===== config.mk =====
export PLATFORM = sky130hd
export DESIGN_NAME = cordic_arb
export DESIGN_NICKNAME = d
export VERILOG_FILES = /design/src/rtl/cordic_arb.sv
export SDC_FILE = /design/constraint.sdc
export NUM_CORES = 1
export LEC_CHECK = 0
export BUFFER_PORTS_ARGS = -buffer_cell sky130_fd_sc_hd__buf_2
export CAP_MARGIN = 10
export CELL_PAD_IN_SITES_DETAIL_PLACEMENT = 0
export CELL_PAD_IN_SITES_GLOBAL_PLACEMENT = 1
export CORE_ASPECT_RATIO = 1.4
export CORE_MARGIN = 2
export CORE_UTILIZATION = 30
export DETAILED_ROUTE_END_ITERATION = 16
export PLACE_DENSITY_LB_ADDON = 0.1
export SLEW_MARGIN = 30
export SYNTH_ARGS = -nofsm -noshare
export SYNTH_HDL_FRONTEND = slang
export SYNTH_SLANG_ARGS = --single-unit

===== constraint.sdc =====
create_clock -name clock -period 1.9 [get_ports clock]
set_input_delay 0 -clock clock [delete_from_list [all_inputs] [get_ports clock]]
set_output_delay 0 -clock clock [all_outputs]
set_load 0.05 [all_outputs]

===== src/rtl/cordic_arb.sv =====
// Round-robin arbiter sharing one combinational cosine CORDIC among NREQ requesters (stats: CORDIC_ARB_STATS_EN).
// Latency: accept at T, rsp_valid at T+1+LATENCY; one op per LATENCY+2 cycles back-to-back.
// Backpressure: req_ready only in IDLE; the response is held until the granted requester's rsp_ready.
module cordic_arb #(
  parameter int NREQ    = 4,
  parameter int LATENCY = 2,
  parameter int ANGLE_W = 32,
  parameter int RES_W   = 16
) (
  input  logic                    clock,
  input  logic                    rst,
  input  logic [NREQ-1:0]         req_valid,
  input  logic [NREQ*ANGLE_W-1:0] req_angle,
  output logic [NREQ-1:0]         req_ready,
  output logic [NREQ-1:0]         rsp_valid,
  input  logic [NREQ-1:0]         rsp_ready,
  output logic [RES_W-1:0]        rsp_cosine,
  output logic [ANGLE_W-1:0]      cordic_angle,
  input  logic [RES_W-1:0]        cordic_cosine,
`ifdef CORDIC_ARB_STATS_EN
  output logic [15:0]             stat_done,
`endif
  output logic                    busy
);

  localparam int GW = $clog2(NREQ);
  localparam int SW = GW + 1;

  if (NREQ < 2 || NREQ > 8 || LATENCY < 1 || LATENCY > 15) begin : g_param_check
    $error("cordic_arb: NREQ must be 2..8 and LATENCY 1..15");
  end

  typedef enum logic [1:0] {IDLE, BUSY, RESP} state_t;

  state_t        state;
  logic [GW-1:0] rr_ptr;
  logic [GW-1:0] grant;
  logic [3:0]    cnt;

  logic          any_req;
  logic [SW-1:0] cand_sum;
  logic [GW-1:0] cand;
  logic [GW-1:0] pick;
  logic [GW-1:0] next_ptr;

  assign any_req = |req_valid;

  // Walk from the farthest candidate back to rr_ptr so the closest valid one wins.
  always_comb begin
    pick     = rr_ptr;
    cand_sum = '0;
    cand     = '0;
    for (int i = NREQ - 1; i >= 0; i--) begin
      cand_sum = {1'b0, rr_ptr} + SW'(i);
      if (cand_sum >= SW'(NREQ)) cand_sum = cand_sum - SW'(NREQ);
      cand = cand_sum[GW-1:0];
      if (req_valid[cand]) pick = cand;
    end
  end

  assign next_ptr  = (pick == GW'(NREQ - 1)) ? '0 : pick + GW'(1);
  assign req_ready = (state == IDLE && !rst && any_req) ? (NREQ'(1) << pick) : '0;
  assign busy      = (state != IDLE);

  always_ff @(posedge clock or posedge rst) begin
    if (rst) begin
      state        <= IDLE;
      rr_ptr       <= '0;
      grant        <= '0;
      cnt          <= '0;
      cordic_angle <= '0;
      rsp_cosine   <= '0;
      rsp_valid    <= '0;
    end else begin
      case (state)
        IDLE: begin
          if (any_req) begin
            cordic_angle <= req_angle[pick*ANGLE_W +: ANGLE_W];
            grant        <= pick;
            cnt          <= 4'(LATENCY);
            rr_ptr       <= next_ptr;
            state        <= BUSY;
          end
        end
        BUSY: begin
          cnt <= cnt - 4'd1;
          // Last settle cycle: the CORDIC output has been stable for LATENCY cycles.
          if (cnt == 4'd1) begin
            rsp_cosine <= cordic_cosine;
            rsp_valid  <= NREQ'(1) << grant;
            state      <= RESP;
          end
        end
        RESP: begin
          if (rsp_ready[grant]) begin
            rsp_valid <= '0;
            state     <= IDLE;
          end
        end
        default: state <= IDLE;
      endcase
    end
  end

`ifdef CORDIC_ARB_STATS_EN
  always_ff @(posedge clock or posedge rst) begin
    if (rst) begin
      stat_done <= '0;
    end else if (state == RESP && rsp_ready[grant] && stat_done != 16'hFFFF) begin
      stat_done <= stat_done + 16'd1;
    end
  end
`endif

endmodule


-- Yosys cells after proc, flatten, opt, wreduce, memory -nomap -nowiden
Cells that the tools add are included.
- register bits: 62
- input bits: 154
- output and inout port bits: 57
- word-level logic and storage cells: 77
- $add $sub $neg: 9
- magnitude comparators: 9
- eq/ne operators: 7
- shift operators: 3
- mux-type cells: 29
- reductions and logical operators: 13
- operators with widths (cell ; count):
    $shiftx 128x8->32 ; 1
    $mux 2 ; 12
    $mux 4 ; 4
    $pmux 4 s2 ; 2
    $lt 2x3->1 const B ; 5
    $bmux 1 s2 ; 5
    $ge 3x3->1 const B ; 3
    $shl 1x2->4 const A ; 2
    $sub 2x1->2 const B ; 4
    $add 2x2->3 const B ; 2
    $ne 2x2->1 const B ; 3
    $pmux 2 s3 ; 1
    $reduce_and 2->1 ; 3
    $reduce_and 3->1 ; 2
    $reduce_bool 2->1 ; 3
    $mux 1 ; 5
    $eq 2x2->1 const B ; 2
    $eq 4x1->1 const B ; 1
    $reduce_or 4->1 ; 1
    $sub 4x1->4 const B ; 1
    $add 2x1->3 const B ; 1
    $ge 2x3->1 const B ; 1
    $add 2x1->2 const B ; 1
    $eq 2x1->1 const B ; 1
    3 further kinds ; 4

-- Logic depth before layout (Yosys ltp)
Gate-level depths: netlist of the first run.
- depth after elaboration: 11
- gate-level depth with buffers: 8

-- Least setup slack after synthesis of the first run
No wires, ideal clock.
- path kind: register to output
- from: reg state[0]
- to: out req_ready[0]
- arrival time: 2.979 ns
- data required time: 1.900 ns
- slack: -1.079 ns
- cell stages (with the launch flop): 6
- cell sequence: dfrtp_1 -> or2_1 -> or2_0 -> clkbuf_1 -> clkbuf_1 -> nor4_1
- word-level cells in the longest chain between the ends: 4
- RTL lines (what ; line ; source):
    from (decl) ; 35 ; state_t state;
    from (signal assigned) ; 67 ; state <= IDLE;
    from (signal assigned) ; 82 ; state <= BUSY;
    from (signal assigned) ; 91 ; state <= RESP;
    $logic_not 2->1 ; 62 ; assign req_ready = (state == IDLE && !rst && any_req) ? (NREQ'(1) << pick) : '0;
    $logic_and 1x1->1 (2 in series) ; 62 ;
    $mux 4 ; 62 ;
    to (decl) ; 14 ; output logic [NREQ-1:0] req_ready,
No other way between the ends.

-- Worst setup path after layout of the first run
- from: reg rr_ptr[0]
- to: out req_ready[3]
- word-level cells in the longest chain between the ends: 11
- RTL lines (what ; line ; source):
    from (decl) ; 36 ; logic [GW-1:0] rr_ptr;
    from (signal assigned) ; 81 ; rr_ptr <= next_ptr;
    $add 2x2->3 ; 54 ; cand_sum = {1'b0, rr_ptr} + SW'(i);
    $ge 3x3->1 / $sub 2x1->2 (equally long branches) ; 55 ; if (cand_sum >= SW'(NREQ)) cand_sum = cand_sum - SW'(NREQ);
    $mux 2 ; 55 ;
    $bmux 1 s2 ; 57 ; if (req_valid[cand]) pick = cand;
    $mux 1 (implied by the code) ; 57 ;
    $mux 2 (3 in series) ; 57 ;
    $mux 2 * ; 57 ;
    $shl 1x2->4 * ; 62 ;
    $mux 4 * ; 62 ;
Mark *: on every way between the ends. The rest lies on a longest branch, timed or not. The select of a mux whose other input is x is not followed.

==> flow_summary.json, run 1 <==
{
  "grt_pass1_vias": 4102,
  "clockRootBuffer": "clkbuf_16",
  "vias_per_cell": 5.01,
  "synth_top_area_share_pct": 40.1,
  "synth_xor_area_share_pct": 0.227,
  "antenna_found_initial": 0,
  "finalHoldViolations": 0,
  "insertion_delay_ns": 0.33,
  "whs_endpoint": "cordic_angle[5]",
  "crit_buf_inv": 3,
  "fillCellCount": 1242,
  "ys_seq_elements": 62,
  "syn_nets": 532,
  "synth_top_family_by_area": "compound AO/OA/AOI/OAI gates",
  "final-seq-area_sq_um": 1550,
  "vias": 3861,
  "die-area_sq_um": 13800,
  "cts_max_path_buffers": 2,
  "powerDensity_nw_per_um2": 1800,
  "placed_area_sq_um": 5300,
  "drt_pass1_iterations": 4,
  "rr_endpoint": "cordic_angle[17]",
  "failed_checks": "setup timing",
  "synth_warnings": 0,
  "min_period_ns": 1.96,
  "die_x_microns": 99.9,
  "h-tree-depth": 3,
  "drive_gt1_share_pct": 52.8,
  "crit_slowest_cell": "dfrtp_1",
  "start_util_pct": 30.5,
  "cp-end-kind": "output port",
  "synth-edff-count": 0,
  "cts.sinks": 62,
  "num_rows": 49,
  "synth_mux_area_share_pct": 14.6,
  "port_buffers": 210,
  "synth_top_cells_by_count": "62 x dfrtp_1, 48 x mux2_2, 37 x inv_1",
  "synthCells": 375,
  "timing.fmax_ghz": 0.511,
  "slowest_delay_ns": 0.40,
  "crit_fanout": 4,
  "period_share_pct": 103,
  "drc": 0,
  "track_usage_pct": 19.1,
  "final_cell_area_sq_um": 6020,
  "drv.max_cap_violation_count": 0,
  "core_sq_um": 12700,
  "path_clk_slew_ns": 0.06,
  "min_from": "req_angle[101]",
  "rsz0062_at_grt": "true",
  "slew_viol_final": 0,
  "synthesis.area_sq_um": 3870,
  "status": "complete, but fails checks",
  "synth_area_leaders": "dfrtp_1 40%, mux2_2 14%, o211a_1 8.3%, o2111ai_1 7.2%, o211ai_1 6.2%",
  "yosysSeqAreaShare_pct": 40.1,
  "reg2reg_depth": 7,
  "area_growth_syn_to_layout_pct": 55.7,
  "avgSynthCellArea_sq_um": 10.3,
  "async_reset_ff_share_pct": 100,
  "die_h_microns": 138,
  "required_ns": 1.90,
  "synthSimpleGateAreaFrac_pct": 11.4,
  "cp_cell_sequence": "nor3b_4 > a2bb2oi_4 > o211ai_4 > buf_12 > inv_8 > ha_4 > and3_4 > buf_8",
  "drtIter0Drc": 118,
  "antenna_cells": 0,
  "gp_congestion": 0.822,
  "final_nets": 769,
  "setup_viol": 18,
  "dp_hpwl_mm": 9.40,
  "ir_worst_vdd_v": 0.000699,
  "hp-class": "in -> reg",
  "grt_max_degree": 34,
  "synth_compound_area_share_pct": 25.5,
  "final_cells": 770,
  "cp-start-kind": "flip-flop",
  "worst_clock_skew_ns": 0.00617,
  "yosys.area.top_type": "dfrtp_1",
  "routed_wl_mm": 13.2,
  "timing.final.ws_setup_ns": -0.0577,
  "total_power_uw": 10900,
  "min_path_cells": 3,
  "grt_pass1_wl_mm": 20.8,
  "yosys_most_used_dff": "dfrtp_1",
  "dp_cells": 730,
  "critical_path_class": "reg -> out",
  "synth_fa_ha_area_share_pct": 0.971,
  "arrival_ns": 1.96,
  "multi_input_area_sq_um": 2210,
  "rr_startpoint": "rr_ptr[0]",
  "pin_count": 211,
  "ys_types": 34,
  "ant_nets": 0,
  "cp_top_family": "compound AO/OA/AOI/OAI gates",
  "maxSlewHeadroom_pct": 67.6,
  "leakagePower_uw": 0.00296,
  "cts_tree": "built",
  "worst_slew_pin_slew_ns": 0.485,
  "synth.most_common_cell": "dfrtp_1",
  "regToRegSetupSlack_ns": -0.06,
  "cts_buffers": 9,
  "grt_overflow": 0,
  "post_drt_wl_per_cell_microns": 17.2
}
==> cells in the final DEF, fill, tap and decap left out, types with 2 or more instances in the layout <==
cell / synthesis / final
ha_1: 3 / 2
nor4_4: 0 / 2
dlygate4sd3_1: 0 / 17
buf_8: 0 / 2
nor2b_1: 3 / 3
nand2_2: 0 / 2
nor3_4: 0 / 3
o2111ai_1: 32 / 32
mux2_2: 48 / 32
buf_4: 0 / 19
buf_6: 0 / 7
nor2_1: 10 / 10
clkbuf_16: 0 / 9
nand3_1: 3 / 3
o211a_1: 32 / 32
dfrtp_1: 62 / 62
a21oi_1: 5 / 5
nor3b_1: 3 / 3
inv_1: 37 / 36
o21ai_0: 8 / 8
buf_12: 0 / 8
buf_2: 11 / 206
inv_6: 0 / 4
or2_4: 0 / 3
nand2b_1: 34 / 34
mux2_4: 0 / 16
nand2_1: 7 / 5
o211ai_1: 32 / 32
and3b_1: 2 / 2
==> sequential cells by signal, indices dropped and copies added (netlist names) <==
name and flops:
rsp_valid 4, cordic_angle 32, state 2, rr_ptr 2, rsp_cosine 16, grant 2, cnt 4
==> per-layer routing <==
| layer | vias up | track usage, % | share of wire [%] |
|---|---|---|---|
| met5 | - | 0 | 0 |
| met4 | 0 | 4.54 | 0.89 |
| met3 | 8 | 4.45 | 5.0 |
| met2 | 125 | 34.8 | 54 |
| met1 | 1854 | 22.3 | 40 |
| li1 | 1874 | - | - |
==> report_power, final <==
group | total, uW | switching, uW | leakage [uW] | internal (uW)
logic | 6840 | 4260 | 0.00210 | 2570
registers | 2320 | 323 | 0.000713 | 2000
clock network | 1700 | 668 | 0.000151 | 1030
==> logic make-up after synthesis <==
kind of cell | Yosys count
flip-flops | 62
buffers and inverters | 71
AND/OR/NAND/NOR | 75
AO/OA/AOI/OAI | 114
XOR/XNOR | 1
adder cells (fa/ha/maj) | 3
multiplexers | 49
==> tightest hold or removal path, stage by stage <==
cell     delay, ns
buf_2         0.07
mux2_4        0.13
o211a_1       0.12
==> through the flow <==
| step | hold WS (ns) | setup TNS (ns) | util (%) | worst slack, ns |
|---|---|---|---|---|
| floorplan | 0.0637 | -0.0477 | - | -0.0339 |
| global placement | 0.146 | 0 | 41.8 | 0.0451 |
| detailed placement | 0.133 | -0.0630 | 41.8 | -0.0170 |
| CTS | 0.0103 | -1.06 | 47.4 | -0.0725 |
| global route | 0.0209 | -3.46 | 47.4 | -0.156 |
| finish | 0.0204 | -0.753 | 47.4 | -0.0577 |
==> cell type report <==
type	instances	share of cell area [%]
Multi-Input combinational cell	242	36.7
Timing Repair Buffer	259	26.8
Sequential cell	62	25.8
Clock buffer	9	3.74
Tap cell	153	3.18
Inverter	38	2.49
Clock inverter	7	1.31
==> worst max path at each step <==
| stage | startpoint | to | slack, ns | cells past startpoint |
|---|---|---|---|---|
| floorplan | state[1] | req_ready[0] | -0.03 | 5 |
| global placement | rr_ptr[0] | cordic_angle[11] | 0.05 | 6 |
| detailed placement | rr_ptr[0] | cordic_angle[2] | -0.02 | 6 |
| CTS | rr_ptr[0] | cordic_angle[13] | -0.07 | 7 |
| global route | rr_ptr[1] | req_ready[3] | -0.16 | 8 |
| finish | rr_ptr[0] | req_ready[3] | -0.06 | 8 |
==> timing repair <==
item                       in CTS  in global routing
setup endpoints to repair      16                 36
buffers inserted                9                  0
pin swaps                       8                  0
hold buffers                   17                  0
gates resized for setup        52                  1
hold endpoints to repair       31                  0
(Power assumes the default switching activity.)
==> inputs of run 2 (changes only) <==
--- a/config.mk
+++ b/config.mk
@@ -14,6 +14,7 @@
 export CORE_UTILIZATION = 30
 export DETAILED_ROUTE_END_ITERATION = 16
 export PLACE_DENSITY_LB_ADDON = 0.1
+export RECOVER_POWER = 100
 export SLEW_MARGIN = 30
 export SYNTH_ARGS = -nofsm -noshare
 export SYNTH_HDL_FRONTEND = slang
==> constraint.sdc (replaced) <==
create_clock -name clock -period 2.07 [get_ports clock]
set_input_delay 0 -clock clock [delete_from_list [all_inputs] [get_ports clock]]
set_output_delay 0 -clock clock [all_outputs]
set_load 0.05 [all_outputs]
==> flow_summary.json, run 2 (synthesized netlist as in run 1, its figures left out) <==
{
  "drive_gt1_share_pct": 42.5,
  "antenna_cells": 0,
  "vias": 3884,
  "grt_pass1_wl_mm": 21.2,
  "die_h_microns": 138,
  "final_cell_mix": "152 x buf_2, 61 x dfrtp_1, 57 x clkbuf_1",
  "antenna_found_initial": 0,
  "status": "complete, but fails checks",
  "track_usage_pct": 19.5,
  "leakagePower_uw": 0.00274,
  "final_nets": 765,
  "routed_wl_mm": 13.9,
  "dp_hpwl_mm": 9.26,
  "required_ns": 2.28,
  "arrival_ns": 2.28,
  "pin_count": 211,
  "vias_per_cell": 5.08,
  "cp-end-kind": "flip-flop",
  "rr_startpoint": "rr_ptr[0]",
  "min_period_ns": 2.07,
  "ant_nets": 0,
  "failed_checks": "setup timing",
  "die-area_sq_um": 13800,
  "powerDensity_nw_per_um2": 1670,
  "slew_viol_final": 0,
  "drc": 0,
  "ir_worst_vdd_v": 0.000742,
  "cp-start-kind": "flip-flop",
  "reg2reg_depth": 7,
  "finalHoldViolations": 0,
  "cts.sinks": 62,
  "path_clk_slew_ns": 0.05,
  "cp-endpoint": "cordic_angle[2]",
  "area_growth_syn_to_layout_pct": 50.9,
  "maxSlewHeadroom_pct": 44.3,
  "insertion_delay_ns": 0.32,
  "drtIter0Drc": 104,
  "hp-class": "in -> reg",
  "worst_clock_skew_ns": 0.00461,
  "core_sq_um": 12700,
  "cts_max_path_buffers": 2,
  "regToRegSetupSlack_ns": -0.0008,
  "die_x_microns": 99.9,
  "start_util_pct": 30.5,
  "final_cell_area_sq_um": 5830,
  "largest_reg_flops": 32,
  "placed_area_sq_um": 5220,
  "grt_max_degree": 33,
  "rr_endpoint": "cordic_angle[2]",
  "critical_path.startpoint": "rr_ptr[0]",
  "h-tree-depth": 3,
  "setup_viol": 1,
  "gp_congestion": 0.769,
  "post_drt_wl_per_cell_microns": 18.2,
  "num_rows": 49,
  "timing.final.ws_setup_ns": -0.000758,
  "rsz0062_at_grt": "true",
  "largestRegisters": "cordic_angle (32), rsp_cosine (16)",
  "port_buffers": 210,
  "whs_ns": 0.0269,
  "cts_tree": "built",
  "largest_register": "cordic_angle",
  "drt_pass1_iterations": 4,
  "fillCellCount": 1297,
  "drv.max_cap_violation_count": 0,
  "critical_path_class": "reg -> reg",
  "crit_fanout": 9,
  "cts_buffers": 9,
  "worst_slew_pin_slew_ns": 0.835,
  "timing.fmax_ghz": 0.483,
  "mostFrequentLayoutCell": "buf_2",
  "period_share_pct": 100,
  "grt_pass1_vias": 4085,
  "grt_overflow": 0,
  "clockRootBuffer": "clkbuf_16"
}
==> run 2: cell count changes in the layout (fill, tap and decap cells not counted), sizes merged <==
cell / change
inv: -4
bufbuf: +1
buf: -65
clkinv: +1
clkinvlp: +1
clkbuf: +61
==> run 2: timing repair <==
action	in CTS	in global routing
pin swaps	2	2
cloned	2	2
hold buffers	17	0
buffers inserted	1	5
resized for setup	11	19
endpoints found under the setup margin	4	19
endpoints found under the hold margin	34	0
==> run 2: how the worst min path moves through the flow <==
stage,from,end,slack (ns),cells past startpoint
2_1_floorplan,rst,req_ready[0],0.07,1
3_3_place_gp,rst,rsp_cosine[12],0.11,2
3_5_place_dp,rst,rsp_cosine[12],0.11,2
4_1_cts,req_angle[118],cordic_angle[22],0.02,3
5_1_grt,req_angle[96],cordic_angle[0],0.02,3
6_report,req_angle[96],cordic_angle[0],0.03,3
==> run 2: critical path: stages (launching register included) <==
cell and delay, ns:
dfrtp_1 0.41, nor3b_4 0.17, a2bb2oi_4 0.15, o211ai_4 0.35, buf_6 0.18, buf_16 0.14, mux2_2 0.34, o211a_1 0.20
==> run 2: through the flow <==
| step | cells | util (%) | total power [uW] | setup slack (ns) | TNS, ns |
|---|---|---|---|---|---|
| 2_1_floorplan | 375 | - | 6380 | 0.0260 | 0 |
| 3_3_place_gp | 723 | 41.2 | 7880 | 0.0936 | 0 |
| 3_5_place_dp | 723 | 41.2 | 7960 | 0.0815 | 0 |
| 4_1_cts | 758 | 45.7 | 9790 | -0.0191 | -0.0297 |
| 5_1_grt | 765 | 46.0 | 10300 | -0.0678 | -0.939 |
| 6_report | 765 | 46.0 | 9730 | -0.000758 | -0.000758 |
==> run 2: metal layers <==
metal | vias to the layer above | share of wire [%] | GRT usage [%] | wire, microns
met3 | 8 | 6.2 | 4.40 | 858
li1 | 1861 | - | - | -
met1 | 1876 | 41 | 23.5 | 5780
met2 | 139 | 52 | 34.9 | 7200
met4 | 0 | 0.73 | 4.54 | 102
met5 | - | 0 | 0 | 0
==> run 2: cell type report <==
| class | instances | area, sq um | area share, % |
|---|---|---|---|
| timing repair buffer | 254 | 1500 | 25.7 |
| tap | 153 | 191 | 3.28 |
| inverter | 38 | 155 | 2.66 |
| multi-input combinational | 242 | 2140 | 36.7 |
| timing repair inverter | 1 | 8.76 | 0.150 |
| sequential | 62 | 1550 | 26.6 |
| clock buffer | 11 | 243 | 4.16 |
| clock inverter | 4 | 47.5 | 0.815 |
==> run 2: where the power goes <==
part,internal (uW),switching [uW],total (uW)
Combinational,2130,3900,6040
Sequential,1840,359,2200
Clock,954,542,1500
==> inputs of run 3 (changes only) <==
--- a/config.mk
+++ b/config.mk
@@ -5,7 +5,6 @@
 export SDC_FILE = /design/constraint.sdc
 export NUM_CORES = 1
 export LEC_CHECK = 0
-export BUFFER_PORTS_ARGS = -buffer_cell sky130_fd_sc_hd__buf_2
 export CAP_MARGIN = 10
 export CELL_PAD_IN_SITES_DETAIL_PLACEMENT = 0
 export CELL_PAD_IN_SITES_GLOBAL_PLACEMENT = 1
@@ -13,6 +12,7 @@
 export CORE_MARGIN = 2
 export CORE_UTILIZATION = 30
 export DETAILED_ROUTE_END_ITERATION = 16
+export DONT_BUFFER_PORTS = 1
 export PLACE_DENSITY_LB_ADDON = 0.1
 export RECOVER_POWER = 100
 export SLEW_MARGIN = 30
==> flow_summary.json, run 3 <==
{
  "lastStage": "4_1_cts",
  "yosysSeqAreaShare_pct": 40.1,
  "synth_top_area_share_pct": 40.1,
  "synth_top_cells_by_count": "62 x dfrtp_1, 48 x mux2_2, 37 x inv_1",
  "synth.most_common_cell": "dfrtp_1",
  "start_util_pct": 30.5,
  "num_rows": 49,
  "gp_congestion": 0.748,
  "status": "stopped before the end",
  "synth-edff-count": 0,
  "yosys.area.top_type": "dfrtp_1",
  "ys_types": 34,
  "clockRootBuffer": "clkbuf_16",
  "die_h_microns": 138,
  "h-tree-depth": 3,
  "dp_cells": 518,
  "synth_warnings": 0,
  "cts_buffers": 9,
  "ys_seq_elements": 62,
  "cts_hold_buffers": 108,
  "cts_resized": 10,
  "syn_nets": 532,
  "cts_max_path_buffers": 2,
  "yosys_most_used_dff": "dfrtp_1",
  "firstError": "[ERROR RSZ-0060] Max buffer count reached.",
  "synthCells": 375,
  "dp_hpwl_mm": 8.29,
  "synthesis.area_sq_um": 3870,
  "placed_area_sq_um": 4220,
  "die_x_microns": 99.9,
  "synth_area_leaders": "dfrtp_1 40%, mux2_2 14%, o211a_1 8.3%, o2111ai_1 7.2%, o211ai_1 6.2%",
  "cts_setup_buffers": 4,
  "async_reset_ff_share_pct": 100,
  "avgSynthCellArea_sq_um": 10.3,
  "pin_count": 211,
  "port_buffers": 0,
  "cts.sinks": 62
}
## run 3: cell counts after synthesis
No cell type changed its count.
## run 3: metrics by stage
stage | worst slack, ns | util, %
floorplan | 0.0260 | -
global placement | 0.193 | 33.3
detailed placement | 0.166 | 33.3
## run 3: kinds of logic after synthesis
kind of cell             Yosys count  synth area share, %
AND/OR/NAND/NOR                   75                 11.4
flip-flops                        62                 40.1
XOR/XNOR                           1                0.227
multiplexers                      49                 14.6
buffers and inverters             71                 7.25
adder cells (fa/ha/maj)            3                0.971
AO/OA/AOI/OAI                    114                 25.5
==> inputs of run 4 (changes only) <==
==> config.mk (replaced) <==
export PLATFORM = sky130hd
export DESIGN_NAME = cordic_arb
export DESIGN_NICKNAME = d
export VERILOG_FILES = /design/src/rtl/cordic_arb.sv
export SDC_FILE = /design/constraint.sdc
export NUM_CORES = 1
export LEC_CHECK = 0
export CAP_MARGIN = 10
export CORE_MARGIN = 2
export CORE_UTILIZATION = 20
export DETAILED_ROUTE_END_ITERATION = 16
export DONT_BUFFER_PORTS = 1
export PLACE_DENSITY_LB_ADDON = 0.15
export RECOVER_POWER = 100
export SLEW_MARGIN = 30
export SYNTH_ARGS = -nofsm -noshare
export SYNTH_HDL_FRONTEND = slang
export SYNTH_SLANG_ARGS = --single-unit
==> flow_summary.json, run 4 <==
{
  "synthesis.area_sq_um": 3870,
  "synth_top_cells_by_count": "62 x dfrtp_1, 48 x mux2_2, 37 x inv_1",
  "num_rows": 50,
  "die_x_microns": 143,
  "cts_max_path_buffers": 2,
  "clockRootBuffer": "clkbuf_16",
  "cts_buffers": 9,
  "placed_area_sq_um": 4350,
  "async_reset_ff_share_pct": 100,
  "die_h_microns": 143,
  "pin_count": 211,
  "firstError": "[ERROR RSZ-0060] Max buffer count reached.",
  "syn_nets": 532,
  "cts_setup_buffers": 2,
  "yosysSeqAreaShare_pct": 40.1,
  "h-tree-depth": 3,
  "cts_hold_buffers": 130,
  "synth_area_leaders": "dfrtp_1 40%, mux2_2 14%, o211a_1 8.3%, o2111ai_1 7.2%, o211ai_1 6.2%",
  "cts.sinks": 62,
  "cts_resized": 9,
  "gp_congestion": 0.755,
  "synth-edff-count": 0,
  "start_util_pct": 20.5,
  "status": "stopped before the end",
  "ys_seq_elements": 62,
  "avgSynthCellArea_sq_um": 10.3,
  "yosys.area.top_type": "dfrtp_1",
  "ys_types": 34,
  "synth_warnings": 0,
  "dp_hpwl_mm": 9.42,
  "synth_top_area_share_pct": 40.1,
  "yosys_most_used_dff": "dfrtp_1",
  "lastStage": "4_1_cts",
  "synth.most_common_cell": "dfrtp_1",
  "synthCells": 375,
  "port_buffers": 0
}
[run 4: cell counts after synthesis]
No cell type changed its count.
[run 4: per-stage QoR]
step	hold WS (ns)	util, %	setup slack (ns)	instances
after floorplan	0.0673	-	0.0260	375
after global placement	-0.0991	23.1	0.201	625
after detailed placement	-0.0944	23.1	0.178	625
[run 4: logic make-up after synthesis]
kind of cell	synth area share [%]
multiplexers	14.6
XOR/XNOR	0.227
AO/OA/AOI/OAI	25.5
buffers and inverters	7.25
flip-flops	40.1
adder cells (fa/ha/maj)	0.971
AND/OR/NAND/NOR	11.4
